==> src/rtl/beep_bank.sv <==
// beep_bank: polyphonic square-wave voices with attack/sustain/release envelopes.
// Optional DC blocker on the mixed output when BEEP_BANK_HPF_EN is defined.
module beep_bank #(
    parameter int CLOCK_RATE    = 1000000,
    parameter int SAMPLE_RATE   = 48000,
    parameter int CHANNELS      = 4,
    parameter int PHASE_W       = 24,
    parameter int AMP           = 6826,
    parameter int ATTACK_SHIFT  = 6,
    parameter int RELEASE_SHIFT = 8,
    parameter int HPF_SHIFT     = 6
) (
    input  logic                          clk,
    input  logic                          I_RSTn,
    input  logic                          audio_clk_en,
    input  logic [CHANNELS-1:0]           beep_en,
    input  logic [CHANNELS*PHASE_W-1:0]   freq,
    output logic [CHANNELS-1:0]           busy,
    output logic signed [15:0]            out
);

    localparam int MIX_W = 16 + $clog2(CHANNELS);
    localparam logic [14:0] ENV_MAX = 15'h7fff;
    localparam logic signed [32:0] AMP_S = 33'(AMP);
    localparam logic signed [MIX_W-1:0] SAT_HI = MIX_W'(32767);
    localparam logic signed [MIX_W-1:0] SAT_LO = ~SAT_HI;

    typedef enum logic [1:0] {
        S_IDLE,
        S_ATTACK,
        S_SUSTAIN,
        S_RELEASE
    } vstate_t;

    if (CHANNELS < 1 || CHANNELS > 16) begin : g_bad_channels
        $error("beep_bank: CHANNELS must be 1..16");
    end
    if (SAMPLE_RATE <= 0 || CLOCK_RATE < SAMPLE_RATE ||
        HPF_SHIFT < 1 || HPF_SHIFT > 15) begin : g_bad_rate
        $error("beep_bank: bad rate or HPF_SHIFT");
    end

    logic signed [15:0] samp [CHANNELS];

    for (genvar i = 0; i < CHANNELS; i++) begin : g_voice
        vstate_t             state_q, state_d;
        logic [14:0]         env_q, env_d;
        logic [PHASE_W-1:0]  phase_q, phase_d, step;
        logic [15:0]         atk_sum;
        logic [14:0]         rel_step;
        logic signed [32:0]  sq, env_s, prod;

        assign step     = freq[i*PHASE_W +: PHASE_W];
        assign atk_sum  = {1'b0, env_q}
                        + 16'((ENV_MAX - env_q) >> ATTACK_SHIFT)
                        + 16'd1;
        assign rel_step = (env_q >> RELEASE_SHIFT) + 15'd1;

        // Square level scaled by the envelope; idle voices are silent.
        assign sq      = phase_q[PHASE_W-1] ? AMP_S : -AMP_S;
        assign env_s   = 33'(env_q);
        assign prod    = sq * env_s;
        assign samp[i] = (state_q == S_IDLE) ? 16'sd0 : 16'(prod >>> 15);
        assign busy[i] = (state_q != S_IDLE);

        // Envelope FSM and phase accumulator next-state logic.
        always_comb begin
            state_d = state_q;
            env_d   = env_q;
            phase_d = phase_q;
            unique case (state_q)
                S_IDLE: begin
                    if (beep_en[i]) begin
                        state_d = S_ATTACK;
                        env_d   = '0;
                        phase_d = '0;
                    end
                end
                S_ATTACK: begin
                    phase_d = phase_q + step;
                    if (!beep_en[i]) begin
                        state_d = S_RELEASE;
                    end else if (atk_sum >= {1'b0, ENV_MAX}) begin
                        env_d   = ENV_MAX;
                        state_d = S_SUSTAIN;
                    end else begin
                        env_d = atk_sum[14:0];
                    end
                end
                S_SUSTAIN: begin
                    phase_d = phase_q + step;
                    env_d   = ENV_MAX;
                    if (!beep_en[i]) state_d = S_RELEASE;
                end
                S_RELEASE: begin
                    phase_d = phase_q + step;
                    if (beep_en[i]) begin
                        state_d = S_ATTACK;
                    end else if (env_q <= rel_step) begin
                        env_d   = '0;
                        state_d = S_IDLE;
                    end else begin
                        env_d = env_q - rel_step;
                    end
                end
                default: state_d = S_IDLE;
            endcase
        end

        // Voice state advances only on sample ticks.
        always_ff @(posedge clk) begin
            if (!I_RSTn) begin
                state_q <= S_IDLE;
                env_q   <= '0;
                phase_q <= '0;
            end else if (audio_clk_en) begin
                state_q <= state_d;
                env_q   <= env_d;
                phase_q <= phase_d;
            end
        end
    end

    logic signed [MIX_W-1:0] mix_sum;
    logic signed [15:0]      mix_sat;

    // Wide sum of all voices, then clamp to the 16-bit sample range.
    always_comb begin
        mix_sum = '0;
        for (int i = 0; i < CHANNELS; i++) begin
            mix_sum = mix_sum + MIX_W'(samp[i]);
        end
        if (mix_sum > SAT_HI) begin
            mix_sat = 16'sh7fff;
        end else if (mix_sum < SAT_LO) begin
            mix_sat = 16'sh8000;
        end else begin
            mix_sat = 16'(mix_sum);
        end
    end

`ifdef BEEP_BANK_HPF_EN
    logic signed [15:0] m_prev, y_prev, y_sat;
    logic signed [17:0] y_raw;

    // First-order DC blocker on the saturated mix.
    always_comb begin
        y_raw = 18'(mix_sat) - 18'(m_prev) + 18'(y_prev)
              - 18'(y_prev >>> HPF_SHIFT);
        if (y_raw > 18'sd32767) begin
            y_sat = 16'sh7fff;
        end else if (y_raw < -18'sd32768) begin
            y_sat = 16'sh8000;
        end else begin
            y_sat = 16'(y_raw);
        end
    end

    // Filter history and output sample register.
    always_ff @(posedge clk) begin
        if (!I_RSTn) begin
            m_prev <= '0;
            y_prev <= '0;
            out    <= '0;
        end else if (audio_clk_en) begin
            m_prev <= mix_sat;
            y_prev <= y_sat;
            out    <= y_sat;
        end
    end
`else
    // Output sample register, one tick behind voice state.
    always_ff @(posedge clk) begin
        if (!I_RSTn) begin
            out <= '0;
        end else if (audio_clk_en) begin
            out <= mix_sat;
        end
    end
`endif

endmodule
==> config.mk <==
export PLATFORM = sky130hd
export DESIGN_NAME = beep_bank
export DESIGN_NICKNAME = d
export VERILOG_FILES = /design/src/rtl/beep_bank.sv
export SDC_FILE = /design/constraint.sdc
export NUM_CORES = 2
export LEC_CHECK = 0
export CORE_UTILIZATION = 60
export DETAILED_ROUTE_END_ITERATION = 6
export PLACE_DENSITY = 0.78
export SYNTH_ARGS = -nofsm -noshare
export SYNTH_HDL_FRONTEND = slang
export SYNTH_SLANG_ARGS = --single-unit
==> constraint.sdc <==
create_clock -name clk -period 29.7 [get_ports clk]
set_input_delay 8.91 -clock clk [delete_from_list [all_inputs] [get_ports clk]]
set_output_delay 8.91 -clock clk [all_outputs]
set_load 0.02 [all_outputs]
# Word-level counts from Yosys, hierarchy flattened
# Cells that the tools add are included.
[word_totals]
reg_bits = 180
latch_bits = 0
ramBits = 0
mem_bits_ro = 0
output_inout_bits = 20
word_cells = 184
n_memories = 0
[classes]
addsub = 27
multipliers = 4
div = 0
magnitude_cmp = 10
eq_ne = 36
n_shift = 0
mux = 70
n_bitwise = 0
n_reduce_logical = 24
[op_table]
columns = ["operator", "n"]
rows = [
  ["15-bit two-way mux", 20],
  ["15-bit case mux with 4 select lines", 4],
  ["24-bit case mux with 2 select lines", 4],
  ["33-bit by 16-bit multiplier with 31-bit output", 4],
  ["33-bit two-way mux", 4],
  ["24-bit adder", 4],
  ["16-bit two-way mux", 6],
  ["24-bit two-way mux", 4],
  ["15-bit by 10-bit adder with 16-bit output", 4],
  ["16-bit by 1-bit adder with 16-bit output (second input constant)", 4],
  ["16-bit by 15-bit >= comparator with 1-bit output (second input constant)", 4],
  ["15-bit by 15-bit subtractor with 16-bit output (first input constant)", 4],
  ["15-bit by 8-bit less-or-equal comparator with 1-bit output", 4],
  ["15-bit by 8-bit subtractor with 15-bit output", 4],
  ["2-bit two-way mux", 24],
  ["7-bit by 1-bit adder with 8-bit output (second input constant)", 4],
  ["2-bit != test (second input constant)", 16],
  ["2-bit case mux with 4 select lines", 4],
  ["3-bit != test (second input constant)", 8],
  ["5-bit AND reduction", 4],
  ["17-bit by 16-bit adder with 18-bit output", 1],
  ["18-bit by 16-bit adder with 18-bit output", 1],
  ["18-bit by 16-bit greater-than comparator with 1-bit output (second input constant)", 1],
  ["18-bit by 16-bit < comparator with 1-bit output (second input constant)", 1],
  ["8 further kinds", 33],
]

# Longest topological paths before layout
[logic_depth]
ltp_word = 9
mapped_depth = 44
ltp_nobuf = 41

# Worst setup path before layout
# Ideal clock, no wire load.
[synth_path]
kind = "input port to flip-flop"
start = "input port freq[48]"
end = "register g_voice[2].phase_q[22]"
setup_ns = 0.117
t_arrival_ns = 11.416
required_time_ns = 29.583
setup_slack_ns = 18.167
stages = 12
path_buffers = 0
path_cell_list = "ha_1 -> fa_1 -> a211o_1 -> o211ai_1 -> a21oi_1 -> a221oi_1 -> o31ai_1 -> or3b_1 -> a311oi_1 -> a31oi_1 -> xnor2_1 -> a32o_1"
[synth_between]
elab_chain_cells = 2
[synth_rtl]
columns = ["item", "line_no", "source"]
rows = [
  ["start: declaration", "17", "input logic [CHANNELS*PHASE_W-1:0] freq,"],
  ["24-bit adder", "80, 91, 96", ""],
  ["24-bit case mux with 2 select lines", "71", "unique case (state_q)"],
  ["end signal: assignment", "119", "phase_q <= phase_d;"],
  ["end: declaration", "48", "logic [PHASE_W-1:0] phase_q, phase_d, step;"],
]
# Every way passes these cells.
# A chain may end at the register's enable or synchronous reset.

# Worst setup path in the final report
# Ends and elaborated chain as after synthesis.

==> results_dict.tcl <==
set metrics [dict create \
    dp_hpwl_um 83000 \
    post-synth-top-area-fraction_pct 32.0 \
    die_area_mm2 0.0705 \
    r2r_setup_slack_ns 18.48 \
    fin_crit_sh_pct 40.1 \
    drv_slew 0 \
    cellLeakagePower_nw 22.7 \
    tightest_slew_ns 1.18 \
    grt_pass1_wl_um 165000 \
    synth_top_area_cell "fa_1" \
    synth.avg_cell_area_um2 8.74 \
    top_usage_layer "met2" \
    required_ns 30.10 \
    cts-root-buf "clkbuf_16" \
    syn_to_final_growth_pct 6.17 \
    cts_buffers 17 \
    end_kind "flop" \
    seq_area_mm2 0.00360 \
    crit_buf_inv 1 \
    period_needed_ns 11.90 \
    drive_gt1_share_pct 2.66 \
    die_width_um 265 \
    setup_viol_count_final 0 \
    synth_async_sr_flop_share_pct 0 \
    critical_path_class "in2reg" \
    power.density_mw_per_mm2 30.2 \
    overflow 0 \
    timing.setup.tns_ns 0 \
    avgViaCountPerCell 5.67 \
    min_path_type "reg2reg" \
    grt_pass1_vias 33400 \
    holdPathStages 2 \
    clk_pin_slew_worst_paths_ns 0.08 \
    gp_congestion 0.945 \
    h-tree-depth 4 \
    io_pins 123 \
    status "complete, no violations" \
    yosysUniqueCellTypes 91 \
    grt_use_met2_pct 49.6 \
    yosys_warnings 0 \
    use_met1_pct 38.6 \
    netlist_instances 4767 \
    grt_util_all_layers_pct 29.1 \
    yosysMostFrequentCell "inv_1" \
    crit_fanout 3 \
    cts_setup_buffers 0 \
    slew_headroom_pct 21.3 \
    initial_core_util_pct 60.7 \
    cts_resized 0 \
    drt-total-wl_um 98900 \
    finClkSkew_ns 0.0345 \
    ys_seq_elements 180 \
    coreArea_mm2 0.0686 \
    grt_use_met3_pct 4.34 \
    critical_path.max_stage_delay_ns 0.46 \
    clock_sinks 180 \
    min_to "g_voice[2].phase_q[21]$_SDFFE_PN0P_" \
    ant_nets 0 \
    hp-start "g_voice[2].phase_q[21]$_SDFFE_PN0P_" \
    max-cap-violations 0 \
    rows 96 \
    finalHoldViolCount 0 \
    worst_path_max_delay_cell "clkdlybuf4s50_1" \
    crit_arrival_ns 12.30 \
    reg2reg_depth 36 \
    ys_seq_area_share_pct 8.65 \
    cts_tree "done" \
    drc_errors 0 \
    num_vias 32400 \
    dpl_worst_slack_ns 17.34 \
    firstDrtPassIters 5 \
    reg2reg_to "out[5]$_SDFFE_PN0P_" \
    cp_top_family "compound AO/OA/AOI/OAI gates" \
    setup_slack_ns 17.80 \
    dpl_cell_area_mm2 0.0436 \
    final_area_mm2 0.0442 \
    synth_flop_cell "dfxtp_1" \
    worstSkewPairLatency_ns 0.52 \
    multi_input_comb_area_mm2 0.0335 \
    synth_edf_count 0 \
    peakVddDrop_v 0.0000676 \
    port_buffers 122 \
    fin_nets 6095 \
    postCtsHoldBufs 0 \
    start_kind "input pin" \
    synth_common_cells "inv_1, fa_1, ha_1, nor2_1, a21oi_1" \
    rsz0062_at_grt "no" \
    grt_start_max_net_pins 72 \
    synthTopCellsByArea "fa_1, ha_1, inv_1, dfxtp_1, xnor2_1" \
    die_h_um 265 \
    fillers 5710 \
    antenna_found_initial 1 \
    path_cells "clkdlybuf4s50_1 -> ha_1 -> fa_1 -> a211o_1 -> o211ai_1 -> a21oi_1 -> a221oi_1 -> o31ai_1 -> or3b_1 -> a311oi_1 -> a31oi_1 -> xnor2_1 -> a32o_1" \
    cts.path.max_buffers 2 \
    wire_per_inst_um 17.3 \
    syn_area_mm2 0.0416 \
    drt_iter0_markers 2096 \
    worstReg2RegStart "g_voice[2].phase_q[23]$_SDFFE_PN0P_" \
    max_freq_mhz 84.0 \
]
==> state kept, by name (all words and copies together) (netlist names) <==
name / count
g_voice.state_q: 8
out: 16
g_voice.env_q: 60
g_voice.phase_q: 96
==> cell usage in the layout, fill, tap and decap left out, types with 40 or more instances in the layout <==
cell type and n:
a21o_1 99, xor2_1 69, ha_1 560, inv_1 1034
fa_1 665, nand2_1 223, a21oi_1 244, nor3_1 71
a22oi_1 65, xnor2_1 186, clkdlybuf4s50_1 121, dfxtp_1 180
o21ai_0 179, nand3_1 69, nor2_1 278, nor2b_1 40
==> cell type report <==
type,instances,area share [%]
multi-input combinational,3376,75.8
inverter,1050,8.92
sequential,180,8.15
timing repair buffer,142,3.09
tap,931,2.63
clock buffer,17,0.962
clock inverter,15,0.467
antenna,2,0.0113
==> power breakdown <==
group	switching, mW	internal (mW)	leakage, nW
Combinational	0.475	0.332	20.9
Sequential	0.0210	0.260	1.46
Clock	0.134	0.115	0.293
==> cell families after synthesis <==
group / share of synthesized area (%)
other: 0.0180
muxes: 0.397
adders and majority gates: 48.8
DFF: 8.65
xor gates and xnor gates: 5.36
and+or+nand+nor: 11.1
buffers and inverters: 11.0
AOI/OAI and AO/OA: 14.7
==> worst reg2reg max path, delay by kind of cell, from the launching register on <==
| family | cells | cell delay (ns) |
|---|---|---|
| adder cells (fa/ha/maj) | 10 | 4.49 |
| AND/OR/NAND/NOR | 12 | 2.98 |
| AO/OA/AOI/OAI | 7 | 1.99 |
| buffers and inverters | 6 | 0.84 |
| flip-flops | 1 | 0.72 |
| XOR/XNOR | 1 | 0.14 |
==> worst max-delay path by stage <==
stage / startpoint / endpoint / slack, ns / cells past startpoint
3_5_place_dp: freq[48] / g_voice[2].phase_q[22]$_SDFFE_PN0P_ / 17.34 / 13
5_1_grt: freq[48] / g_voice[2].phase_q[22]$_SDFFE_PN0P_ / 17.63 / 13
2_1_floorplan: freq[48] / g_voice[2].phase_q[22]$_SDFFE_PN0P_ / 18.17 / 12
3_3_place_gp: freq[48] / g_voice[2].phase_q[22]$_SDFFE_PN0P_ / 17.40 / 13
6_report: freq[48] / g_voice[2].phase_q[22]$_SDFFE_PN0P_ / 17.80 / 13
4_1_cts: freq[48] / g_voice[2].phase_q[22]$_SDFFE_PN0P_ / 17.89 / 13
==> metrics by stage <==
stage          std cells  hold slack, ns  power, mW  util, %
2_1_floorplan       4773           0.436      0.870        -
6_report            5713           0.465       1.34     64.5
5_1_grt             5711           0.486       1.45     64.5
4_1_cts             5711           0.463       1.34     64.5
3_5_place_dp        5679           0.453       1.08     63.5
3_3_place_gp        5679           0.448       1.06     63.5
==> routing by layer <==
| metal | vias to the layer above | routed length, um |
|---|---|---|
| li1 | 15500 | - |
| met1 | 15900 | 43000 |
| met2 | 830 | 48200 |
| met3 | 142 | 5640 |
| met4 | 0 | 2040 |
| met5 | - | 0 |
Power figures use the tool's default switching activity.
==> edit, RTL diff (config.mk and constraints unchanged) <==
Change the parameter `PHASE_W` from 24 to 20.
--- a/src/rtl/beep_bank.sv
+++ b/src/rtl/beep_bank.sv
@@ -4,7 +4,7 @@
     parameter int CLOCK_RATE    = 1000000,
     parameter int SAMPLE_RATE   = 48000,
     parameter int CHANNELS      = 4,
-    parameter int PHASE_W       = 24,
+    parameter int PHASE_W       = 20,
     parameter int AMP           = 6826,
     parameter int ATTACK_SHIFT  = 6,
     parameter int RELEASE_SHIFT = 8,
Ports: changed (resized freq); port bits go from 123 to 107. No check against the original RTL was run, so the function may have changed too.
==> edit against the unedited design <==
Sequential cell count decreased by 16. Worst setup slack improved by 130 ps. Worst hold slack improved by 7.0 ps. Die area decreased by 3.6%. Wire length decreased by 6.8%. Combinational power decreased by 22%. First-iteration DRC count decreased by 5.8%. Synthesized cell count decreased by 4.1%. Sequential share of layout area decreased by 0.41 points. Final area decreased by 4.0%. Largest cell class unchanged. Clock skew decreased by 9.9 ps. Total power decreased by 16%. Synthesized area decreased by 3.6%. Via count decreased by 5.6%.
==> edit: results (changes against the unedited design) <==
stage	metric	value	unit	change
timing	Worst Hold Slack	472	ps	+6.95 ps
global_routing	vias in the first global route	32000		-4.1%
timing	relative slew slack	0.206		-0.00648
worst_setup_path	Reg-to-Reg Start	g_voice[2].phase_q[19]		
worst_setup_path	Critical-path top delay cell	fa_1		
finish	nets	5858		-3.9%
drt	DRT iter0 DRCs	1975		-5.8%
worst_setup_path	flop2flop setup slack	18390	ps	-90 ps
synthesis	register area share after synthesis	0.0818		-0.00475
synthesis	synth warn	0		unchanged
drt	via count	30600		-5.6%
timing	maximum clock rate	84.9	MHz	+1.1%
global_routing	antenna violations before repair	4		+3
global_routing	gr usage total	0.287		-0.00344
pwr	P_leak	0.0214	uW	-5.6%
place	dpl hpwl	77.3	mm	-6.9%
worst_setup_path	Worst EP arrival	12170	ps	-130 ps
worst_setup_path	Reg2Reg Depth	38		+5.6%
min_path	hold path start	g_voice[0].phase_q[18]		
synthesis	Synth cell types	98		+7.7%
timing	Layout Skew	24.6	ps	-9.94 ps
global_routing	first-pass GRT wire length	156	mm	-5.3%
pwr	Max VDD drop	0.0578	mV	-14%
run_status	status	completed		
drt	WL/cell	16.9	um	-2.1%
synthesis	synth cell count leaders	inv_1, fa_1, ha_1		
place	placer congestion estimate	0.960		+1.5%
synthesis	Synth area leaders	fa_1, ha_1, inv_1		
finish	ant diodes	0		-2
worst_setup_path	crit-path max cell delay	420	ps	-40 ps
min_path	Worst Hold Path EP	g_voice[0].phase_q[18]		
finish	biggest regs	g_voice.phase_q x80, g_voice.env_q x60, out x16		
place	Placed Cells	5407		-4.8%
place	Place WS	17420	ps	+77.0 ps
edit: cell count changes after synthesis, moves of 12 or more:
| cell | change |
|---|---|
| nor2_1 | -71 |
| nor2b_1 | +68 |
| o21ai_1 | +30 |
| a21o_1 | -22 |
| nand2_1 | +19 |
| o21ai_0 | -19 |
| a22oi_1 | -18 |
| dfxtp_1 | -16 |
| ha_1 | -16 |
| inv_1 | -14 |
| nand3_1 | -14 |
| nand4_1 | -14 |
| o31ai_1 | -14 |
| and3_1 | -12 |
edit: how the worst max path moves through the flow:
stage | start | end | cells after the start
after floorplan | freq[0] | g_voice[0].phase_q[18] | 13
after global placement | freq[0] | g_voice[0].phase_q[18] | 14
after detailed placement | freq[0] | g_voice[0].phase_q[18] | 14
after CTS | freq[0] | g_voice[0].phase_q[18] | 14
after global routing | g_voice[2].phase_q[19] | out[5] | 38
final | freq[0] | g_voice[0].phase_q[18] | 14
edit: stage by stage:
step                 util  area [um^2]  power, uW
global route        0.643        42400       1220
CTS                 0.643        42400       1130
floorplan               -        40200        715
global placement    0.634        41800        855
finish              0.643        42400       1130
detailed placement  0.634        41800        876
edit: cells by family (layout without fill, tap and decap cells):
group           Yosys count  in the layout  share of synthesized area
compound gates          848            848                      0.138
xor+xnor                247            247                     0.0539
fa+ha+maj              1209           1209                      0.501
buf+inv                1189           1186                      0.112
flops                   164            164                     0.0818
mux                       9              9                    0.00231
other cells               2              8                   0.000187
simple gates            904            904                      0.111
edit: final cells by class:
cell class	instances	area (um^2)
fillers	5367	23500
clock buffers	17	425
multi-input cells	3225	32400
inverters	1033	3880
clock inverters	15	186
flip-flops and latches	164	3280
well taps	864	1080
repair buffers	121	1170
edit: where the power goes:
group / switching, uW / leakage, uW / internal [uW] / total, uW
clock: 128 / 0.000300 / 121 / 249
sequential: 13.3 / 0.00133 / 234 / 247
combinational: 369 / 0.0198 / 262 / 631
edit: worst max-delay path, delay by kind of cell:
kind / cells / cell delay [ps]
xor gates and xnor gates: 1 / 170
and+or+nand+nor: 1 / 80
buffers and inverters: 1 / 410
adders and majority gates: 2 / 670
AOI/OAI and AO/OA: 9 / 1940
edit: layer usage:
layer  share of wire  global-route usage  up-vias
met5         0.00042                   0        -
met4           0.020              0.0785        6
met3           0.056              0.0418      131
met2            0.49               0.489      784
met1            0.44               0.381    15000
li1                -                   -    14700
